**config.mk**
```make
export PLATFORM = sky130hd
export DESIGN_NAME = collision_score
export DESIGN_NICKNAME = d
export VERILOG_FILES = /design/src/rtl/collision_score.sv
export SDC_FILE = /design/constraint.sdc
export NUM_CORES = 1
export LEC_CHECK = 0
export ABC_AREA = 0
export CAP_MARGIN = 25
export CORE_MARGIN = 8
export CORE_UTILIZATION = 35
export CTS_BUF_LIST = sky130_fd_sc_hd__clkbuf_16
export DETAILED_ROUTE_END_ITERATION = 8
export PLACE_DENSITY_LB_ADDON = 0.08
export SYNTH_ARGS = -nofsm -noshare
export SYNTH_HDL_FRONTEND = slang
export SYNTH_SLANG_ARGS = --single-unit
```
**constraint.sdc**
```tcl
create_clock -name clk -period 9.2 [get_ports clk]
set_input_delay 0.92 -clock clk [delete_from_list [all_inputs] [get_ports clk]]
set_output_delay 0.92 -clock clk [all_outputs]
set_load 0.005 [all_outputs]
```
**src/rtl/collision_score.sv**
```systemverilog
// rtl/collision_score.sv - bird vs pipe/coin collision check, BCD scoring and game-over handshake
// Two-stage check per frame tick, level Stop to the tracker until Ack, best score kept across games.
module collision_score #(
    parameter int BIRD_X_L = 200,
    parameter int BIRD_X_R = 220,
    parameter int BIRD_H   = 20,
    parameter int FLOOR_Y  = 460
) (
    input  logic        clk,
    input  logic        reset_n,
    input  logic        Start,
    input  logic        Ack,
    input  logic        tick,
    input  logic [9:0]  bird_y,
    input  logic [9:0]  pipe_l,
    input  logic [9:0]  pipe_r,
    input  logic [9:0]  gap_top,
    input  logic [9:0]  gap_bot,
    input  logic [2:0]  pipe_idx,
    input  logic [9:0]  coin_l,
    input  logic [9:0]  coin_r,
    input  logic [9:0]  coin_y,
    input  logic [2:0]  coin_idx,
    output logic        Stop,
    output logic        hit,
    output logic        coin_taken,
    output logic [11:0] score,
    output logic [7:0]  coins,
    output logic [11:0] best,
    output logic        Q_Idle,
    output logic        Q_Run,
    output logic        Q_Done
);

    localparam logic [1:0] S_IDLE = 2'd0;
    localparam logic [1:0] S_RUN  = 2'd1;
    localparam logic [1:0] S_DONE = 2'd2;

    localparam logic [9:0]  XL     = 10'(BIRD_X_L);
    localparam logic [9:0]  XR     = 10'(BIRD_X_R);
    localparam logic [10:0] BH     = 11'(BIRD_H);
    localparam logic [10:0] FY     = 11'(FLOOR_Y);
    localparam logic [10:0] COIN_H = 11'd20;

    logic [1:0]  state;
    logic        tick_d;
    logic        px_ovl;
    logic        py_bad;
    logic        floor_hit;
    logic        c_ovl;
    logic [2:0]  prev_pipe_idx;
    logic [2:0]  prev_coin_idx;

    // BCD +1 that sticks at 999
    function automatic logic [11:0] bcd_inc(input logic [11:0] v);
        logic [11:0] r;
        r = v;
        if (v != 12'h999) begin
            if (v[3:0] != 4'd9) begin
                r[3:0] = v[3:0] + 4'd1;
            end else begin
                r[3:0] = 4'd0;
                if (v[7:4] != 4'd9) begin
                    r[7:4] = v[7:4] + 4'd1;
                end else begin
                    r[7:4]  = 4'd0;
                    r[11:8] = v[11:8] + 4'd1;
                end
            end
        end
        return r;
    endfunction

    // Y arithmetic is one bit wider so a bird near row 1023 cannot wrap
    logic [10:0] bird_top;
    logic [10:0] bird_bot;
    logic        s1_px;
    logic        s1_py;
    logic        s1_floor;
    logic        s1_coin;
    logic        collide;
    logic        pipe_step;
    logic [11:0] score_next;

    assign bird_top = {1'b0, bird_y};
    assign bird_bot = bird_top + BH;

    assign s1_px    = (pipe_l < XR) && (pipe_r > XL);
    assign s1_py    = (bird_top < {1'b0, gap_top}) || (bird_bot > {1'b0, gap_bot});
    assign s1_floor = (bird_bot >= FY);
    assign s1_coin  = (coin_l < XR) && (coin_r > XL) &&
                      (bird_top < ({1'b0, coin_y} + COIN_H)) &&
                      (bird_bot > {1'b0, coin_y});

    assign collide    = tick_d && ((px_ovl && py_bad) || floor_hit);
    assign pipe_step  = (pipe_idx != prev_pipe_idx);
    assign score_next = pipe_step ? bcd_inc(score) : score;

    always_ff @(posedge clk or negedge reset_n) begin
        if (!reset_n) begin
            state         <= S_IDLE;
            tick_d        <= 1'b0;
            px_ovl        <= 1'b0;
            py_bad        <= 1'b0;
            floor_hit     <= 1'b0;
            c_ovl         <= 1'b0;
            prev_pipe_idx <= 3'd0;
            prev_coin_idx <= 3'd0;
            hit           <= 1'b0;
            coin_taken    <= 1'b0;
            score         <= 12'h000;
            coins         <= 8'd0;
            best          <= 12'h000;
        end else begin
            hit <= 1'b0;
            case (state)
                S_IDLE: begin
                    tick_d        <= 1'b0;
                    px_ovl        <= 1'b0;
                    py_bad        <= 1'b0;
                    floor_hit     <= 1'b0;
                    c_ovl         <= 1'b0;
                    score         <= 12'h000;
                    coins         <= 8'd0;
                    coin_taken    <= 1'b0;
                    prev_pipe_idx <= pipe_idx;
                    prev_coin_idx <= coin_idx;
                    if (Start) begin
                        state <= S_RUN;
                    end
                end
                S_RUN: begin
                    tick_d <= tick;
                    if (tick) begin
                        px_ovl    <= s1_px;
                        py_bad    <= s1_py;
                        floor_hit <= s1_floor;
                        c_ovl     <= s1_coin;
                    end
                    prev_pipe_idx <= pipe_idx;
                    prev_coin_idx <= coin_idx;
                    score         <= score_next;
                    // a new coin arriving on the collect cycle is never credited
                    if (coin_idx != prev_coin_idx) begin
                        coin_taken <= 1'b0;
                    end else if (tick_d && c_ovl && !coin_taken) begin
                        coin_taken <= 1'b1;
                        if (coins != 8'hFF) begin
                            coins <= coins + 8'd1;
                        end
                    end
                    if (collide) begin
                        hit   <= 1'b1;
                        state <= S_DONE;
                        if (score_next > best) begin
                            best <= score_next;
                        end
                    end
                end
                S_DONE: begin
                    tick_d <= 1'b0;
                    if (Ack) begin
                        state <= S_IDLE;
                    end
                end
                default: begin
                    state  <= S_IDLE;
                    tick_d <= 1'b0;
                end
            endcase
        end
    end

    assign Stop   = (state == S_DONE);
    assign Q_Idle = (state == S_IDLE);
    assign Q_Run  = (state == S_RUN);
    assign Q_Done = (state == S_DONE);

endmodule

```
=== Word level (Yosys, flattened, before mapping) ===
Index checks and enable logic that the tools add are counted.
Widths: inputs -> output; s select.

* Bits in latches: 0
* Memory bits (writable): 0
* Logic and storage cells: 93
* Output and inout port bits: 38
* ROM bits: 0
* Flip-flop bits (word level): 47
* Memories kept: 0

* Shift-type cells: 0
* Multipliers: 0
* Divide/modulo/power cells: 0
* Add/sub/neg operators: 6
* Reduce and logical (&&, ||, !) cells: 19
* Bitwise operators: 0
* $lt $le $gt $ge: 10
* Eq/ne operators: 16
* Mux-type cells: 29

{| class="wikitable"
|+ Operators by type and width
! kind !! number
|-
| $mux 8 || 4
|-
| $mux 12 || 2
|-
| $pmux 12 s2 || 1
|-
| $add 10x5->11 const B || 2
|-
| $gt 11x10->1 || 2
|-
| $gt 10x8->1 const B || 2
|-
| $lt 10x8->1 const B || 2
|-
| $pmux 8 s2 || 1
|-
| $add 4x1->4 const B || 3
|-
| $gt 12x12->1 || 1
|-
| $mux 4 || 3
|-
| $ne 12x12->1 const B || 1
|-
| $ge 11x9->1 const B || 1
|-
| $lt 10x11->1 || 1
|-
| $lt 10x10->1 || 1
|-
| $pmux 1 s2 || 5
|-
| $mux 1 || 9
|-
| $add 8x1->8 const B || 1
|-
| $logic_and 1x1->1 || 8
|-
| $ne 2x2->1 const B || 4
|-
| $ne 4x4->1 const B || 2
|-
| $ne 8x8->1 const B || 1
|-
| $mux 2 || 3
|-
| $ne 2x1->1 const B || 3
|-
| 13 further kinds || 17
|}

=== Logic depth before layout (Yosys ltp) ===
Gate-level depths: netlist of the first run.

* Depth in word-level cells: 7
* Mapped depth: 16
* Gate-level depth less buffers: 15

=== Least setup slack after synthesis of the first run ===
OpenSTA, ideal clock, no wires.

* Kind: input to register
* Start: input pipe_idx[0]
* End: register best[3]
* Path buffers: 1
* Arrival time: 3.268 ns
* Stages on the path: 12
* Setup time: 0.125 ns
* Slack: 5.807 ns
* Cell sequence: xnor2_1 -> a31oi_2 -> nand3_1 -> a21oi_1 -> inv_1 -> ha_1 -> a21oi_1 -> nand2_1 -> a21o_1 -> o311ai_1 -> buf_2 -> mux2_2

* Longest elaborated chain between the ends: 4

{| class="wikitable"
|+ Ends and longest elaborated chain
! what !! RTL line !! RTL
|-
| start: declaration || 19 || <nowiki>input logic [2:0] pipe_idx,</nowiki>
|-
| $ne 3x3->1 || 96 || <nowiki>assign pipe_step = (pipe_idx != prev_pipe_idx);</nowiki>
|-
| $mux 12 || 97 || <nowiki>assign score_next = pipe_step ? bcd_inc(score) : score;</nowiki>
|-
| named net score_next[10] || 83 || <nowiki>logic [11:0] score_next;</nowiki>
|-
| $gt 12x12->1 || 155 || <nowiki>if (score_next > best) begin</nowiki>
|-
| $reduce_and 3->1 (no source line) || -- ||
|-
| end signal: assignment || 156 || <nowiki>best <= score_next;</nowiki>
|-
| end: declaration || 29 || <nowiki>output logic [11:0] best,</nowiki>
|}

The timed path passes the listed nets, and every way through them passes these cells.
A chain may end at the register's enable or synchronous reset.

=== Worst setup path in the final report of the first run ===
* Start: input pipe_idx[1]
* End: register best[3]

Same word-level chain as after synthesis.

==> metrics.yaml, run 1 <==
p_leak_nw: 2.48
antenna_found_initial: 0
place_hpwl_mm: 8.89
drive_above_1_share_pct: 5.94
rows: 38
hold_start: "floor_hit"
synthArstFlopShare_pct: 100
startpoint_type: "input pin"
root_buffer: "clkbuf_16"
r2r-end: "best[3]"
setup_viol_count_final: 0
die_area_mm2: 0.0147
synth_most_common_cell: "ha_1"
r2r-start: "score[5]"
place_ws_ns: 4.99
via_per_inst: 5.07
min_path_type: "reg2reg"
power_density_mw_per_mm2: 138
period_minus_slack_ns: 3.94
syn_nets: 595
cts_buffers: 5
netlist_instances: 445
cp_max_fo: 20
initial_core_util_pct: 35.9
cts_max_level: 2
antenna_cells: 0
port_buffers: 124
cts_buffer_depth: 2
irDropWorstVdd_mv: 0.0800
status: "complete, no violations"
drt_iter0_markers: 168
endpoint_kind: "flop"
overflow: 0
relSlewSlack_pct: 39.5
num-nets-final: 722
fin_total_pwr_w: 0.000751
hold_depth: 2
clk_pin_slew_ns: 0.06
vias: 3610
grt_pass1_wl_mm: 17.6
synth_area_per_cell_um2: 8.74
worstMarginPinSlew_ns: 0.908
fin_crit_sh_pct: 42.9
insertion_delay_ns: 0.28
postCtsHoldBufs: 0
cts_sinks: 47
ys.flop_type: "dfrtp_1"
worst_slack_ns: 5.26
path_delay_family: "compound AO/OA/AOI/OAI gates"
synth_edf_count: 0
maxSlewViolCount: 0
cts_tree: "yes"
grt_pass1_vias: 3815
ys_ff_latch: 47
path_cells: "clkdlybuf4s50_1 > xnor2_1 > a31oi_2 > o211ai_2 > o21ai_0 > ha_1 > nand3_1 > nand2_1 > a21o_1 > o311ai_2 > buf_4 > mux2_2"
wire_per_inst_um: 14.7
finClkSkew_ns: 0.0109
maxCapViolations: 0
grt_max_degree: 48
drt_first_pass_iters: 4
critPathBufInv: 2
max_freq_mhz: 253
drt-total-wl_mm: 10.5
crit_path_start: "pipe_idx[1]"
cp_slowest_cell: "clkdlybuf4s50_1"
yosysUniqueCellTypes: 59
hold_viol_final: 0
antenna_left: 0
place.gp.congestion: 0.842
netlist_top_cells_area: "dfrtp_1, ha_1, inv_1, a21oi_1, xnor2_1"
fillers: 1066
rsz0062_at_grt: "no"
grt_usage_pct: 14.5
setup_tns_ns: 0
finalHoldWorstSlack_ns: 0.508
core_mm2: 0.0108
cp.required_ns: 9.37
drc: 0
yosys.area.top_type_share_pct: 30.2
ys_top_cells_by_count: "ha_1, inv_1, dfrtp_1"
seq_area_frac_synth_pct: 30.2
crit_path_max_incr_delay_ns: 0.47
cts_setup_buffers: 0
arrival_ns: 4.11
r2r_slack_ns: 5.64
fp.dieW_um: 121
cts_resized: 0
critical_path_class: "in2reg"
worst_hold_path.endpoint: "floor_hit"
io-pin-count: 129
netlist_area_mm2: 0.00389
synth_top_area_cell: "dfrtp_1"
area_growth_pct: 39.7
reg2reg_depth: 15
die_y_um: 121
yosysWarnings: 0
[metrics by stage]
step,utilization [%],cell area (um^2),std cells
5_1_grt,50.1,5440,712
4_1_cts,50.1,5440,712
3_3_place_gp,48.9,5300,705
6_report,50.1,5440,712
2_1_floorplan,-,3890,445
3_5_place_dp,48.9,5300,705
[worst register-to-register path: stages, from the launching register on]
cell	delay, ns
dfrtp_1	0.43
inv_1	0.08
ha_1	0.17
nand3b_1	0.11
or3_1	0.42
o21ai_2	0.22
nor3_1	0.08
a21oi_1	0.24
inv_1	0.08
ha_1	0.29
nor2b_1	0.13
o211ai_1	0.21
a211oi_1	0.12
o311ai_2	0.24
buf_4	0.28
mux2_2	0.37
[routing by layer]
| layer | vias to the layer above | part of all wire, % | track usage, % |
|---|---|---|---|
| li1 | 1829 | - | - |
| met3 | 10 | 6.8 | 4.05 |
| met4 | 0 | 1.1 | 3.16 |
| met5 | - | 0 | 0 |
| met1 | 1680 | 43 | 16.7 |
| met2 | 91 | 49 | 26.1 |
[how the worst max path moves through the flow]
| stage | cells past startpoint | end | slack (ns) |
|---|---|---|---|
| 2_1_floorplan | 12 | best[3] | 5.81 |
| 3_3_place_gp | 12 | best[5] | 5.07 |
| 3_5_place_dp | 12 | best[9] | 4.99 |
| 4_1_cts | 12 | best[3] | 5.28 |
| 5_1_grt | 12 | best[3] | 4.96 |
| 6_report | 12 | best[3] | 5.26 |
[cell families (layout without fill, tap and decap cells)]
| kind of cell | after synthesis | in the layout | synth area share [%] |
|---|---|---|---|
| adders and majority gates | 59 | 59 | 19.0 |
| DFF | 47 | 47 | 30.2 |
| AOI/OAI and AO/OA | 104 | 104 | 17.4 |
| buffers and inverters | 64 | 191 | 6.43 |
| muxes | 12 | 12 | 3.47 |
| xor gates and xnor gates | 26 | 26 | 5.85 |
| and+or+nand+nor | 133 | 133 | 17.6 |
[registers in the layout (all words and copies together) (netlist names)]
register       flops
prev_pipe_idx      3
prev_coin_idx      3
floor_hit          1
py_bad             1
coins              8
score             12
px_ovl             1
state              2
coin_taken         1
tick_d             1
best              12
hit                1
c_ovl              1
[layout make-up]
| type | instances | area [um^2] | share of cell area [%] |
|---|---|---|---|
| clock buffers | 5 | 125 | 2.30 |
| clock inverters | 2 | 13.8 | 0.253 |
| inverters | 58 | 223 | 4.10 |
| multi-input cells | 334 | 2470 | 45.5 |
| flip-flops and latches | 47 | 1180 | 21.6 |
| well taps | 140 | 175 | 3.22 |
| repair buffers | 126 | 1250 | 23.0 |
[power by group]
group / switching (W) / internal (W)
sequential: 0.0000412 / 0.000233
combinational: 0.000149 / 0.000154
clock: 0.0000756 / 0.0000992
total: 0.000265 / 0.000486
[placed cells by master (no fill, tap or decap), types with 10 or more instances in the layout]
cell type	instances
o21ai_0	27
dfrtp_1	47
nand2_1	39
xnor2_1	17
inv_1	57
nor2_1	30
nand3_1	16
clkdlybuf4s50_1	123
ha_1	59
nand4_1	10
a21oi_1	30
mux2_2	12
(Power assumes the default switching activity.)
==> run 2, diff against run 1 <==
- clock period: 9.2 -> 3.81 ns (I/O delays scaled with it)
==> metrics.yaml, run 2 (synthesized netlist as in run 1, its figures left out) <==
cts_tree: "yes"
vias: 3610
root_buffer: "clkbuf_16"
arrival_ns: 3.63
fin_crit_sh_pct: 90.7
grt_pass1_wl_mm: 17.8
drt-total-wl_mm: 10.7
grt.met1_usage_pct: 15.9
maxCapViolations: 0
busiest_layer: "met2"
final_cells: 716
status: "complete, no violations"
cts_sinks: 47
die_area_mm2: 0.0147
finClkSkew_ns: 0.00952
cts_max_level: 2
switchingPower_w: 0.000663
wire_per_inst_um: 15.0
via_per_inst: 5.04
place.gp.congestion: 0.856
clk_pin_slew_ns: 0.07
overflow: 0
p_clk_share_pct: 26.6
dp.cells: 708
seqPwrFrac_pct: 34.4
hold_viol_final: 0
place_hpwl_mm: 9.08
p_leak_nw: 2.50
reg2reg_depth: 13
grt_use_met3_pct: 4.33
min_path_type: "in2async"
port_buffers: 124
cts_resized: 0
antenna_cells: 0
num-nets-final: 725
die_y_um: 121
initial_core_util_pct: 35.9
drive_above_1_share_pct: 6.60
relSlewSlack_pct: 41.2
postCtsHoldBufs: 0
startpoint_type: "flop"
cp.required_ns: 3.99
p_int_w: 0.00126
swShare_pct: 34.5
cts_buffer_depth: 2
grt_max_degree: 48
worst_slack_ns: 0.356
rsz0062_at_grt: "no"
rows: 38
maxSlewViolCount: 0
final_area_mm2: 0.00549
irDropWorstVdd_mv: 0.190
antenna_left: 0
globalRouteMet2Util_pct: 27.0
place_ws_ns: 0.156
cp_slowest_cell: "dfrtp_1"
reg_top3: "best: 12 flops, score: 12 flops, coins: 8 flops"
drt_iter0_markers: 108
worstMarginPinSlew_ns: 0.882
cts_setup_buffers: 0
setup_tns_ns: 0
area_growth_pct: 41.1
setup_viol_count_final: 0
grt_usage_pct: 14.7
antenna_found_initial: 0
io-pin-count: 129
fp.dieW_um: 121
endpoint_kind: "flop"
path_cells: "ha_1 > nand3b_1 > a31oi_2 > nand3_1 > a21oi_1 > inv_1 > ha_1 > a21oi_1 > nand2_1 > a21o_1 > o311ai_2 > buf_4 > mux2_2"
cts_buffers: 5
final_cell_mix: "clkdlybuf4s50_1, ha_1, inv_1"
fin_total_pwr_w: 0.00192
insertion_delay_ns: 0.29
critical_path_class: "reg2reg"
power_density_mw_per_mm2: 350
drc: 0
period_minus_slack_ns: 3.45
mostFrequentLayoutCell: "clkdlybuf4s50_1"
core_mm2: 0.0108
cp_max_fo: 12
grt_pass1_vias: 3829
p_comb_share_pct: 39.0
crit_path_max_incr_delay_ns: 0.47
placed_area_mm2: 0.00532
max_freq_mhz: 290
drt_first_pass_iters: 4
[run 2: cell count changes in the layout (fill, tap and decap cells not counted)]
cell,change
buf_4,+3
bufinv_16,+1
clkinv_2,-1
clkinv_4,-1
clkinvlp_4,+1
inv_6,+1
[run 2: worst paths after layout]
check                           from         to  slack, ns
max in group asynchronous    reset_n   score[9]       3.21
max reg2reg                 score[0]    best[3]       0.36
max                         score[0]    best[3]       0.36
min                          reset_n    best[0]       0.18
min in group clk           floor_hit  floor_hit       0.51
min reg2reg                floor_hit  floor_hit       0.51
[run 2: layout make-up]
class | instances | area, um^2
fill | 1057 | 5350
multi-input combinational | 334 | 2470
timing repair buffer | 129 | 1270
sequential | 47 | 1180
inverter | 58 | 223
tap | 140 | 175
clock buffer | 5 | 125
clock inverter | 3 | 46.3
[run 2: routing by layer]
metal | share of wire [%] | vias up | wire length, um
met5 | 0 | - | 0
met4 | 1.5 | 0 | 159
met3 | 6.8 | 10 | 728
met2 | 50 | 90 | 5360
met1 | 42 | 1675 | 4480
li1 | - | 1835 | -
[run 2: per-stage QoR]
| stage | hold slack (ns) | util, % |
|---|---|---|
| after floorplan | 0.0854 | - |
| after global placement | 0.488 | 49.1 |
| after detailed placement | 0.495 | 49.1 |
| after CTS | 0.210 | 50.6 |
| after global routing | 0.233 | 50.6 |
| final | 0.179 | 50.6 |
[run 2: critical path: cells and delay by family, from the launching register on]
family | cells | cell delay, ns
AOI/OAI and AO/OA | 5 | 1.29
adders and majority gates | 2 | 0.55
DFF | 1 | 0.47
and+or+nand+nor | 3 | 0.37
muxes | 1 | 0.34
buffers and inverters | 2 | 0.30
[run 2: power groups by stage]
stage | registers [W] | clock network, W | logic (W)
after detailed placement | 0.000671 | 0 | 0.000760
final | 0.000660 | 0.000510 | 0.000749
after global placement | 0.000669 | 0 | 0.000745
after floorplan | 0.000632 | 0 | 0.000445
after global routing | 0.000674 | 0.000545 | 0.000844
after CTS | 0.000662 | 0.000523 | 0.000764
==> run 3, diff against run 2 <==
- CAP_MARGIN: 25 -> unset
==> results of run 3 <==
No change in the layout: final DEF, timing and power equal those of run 2.
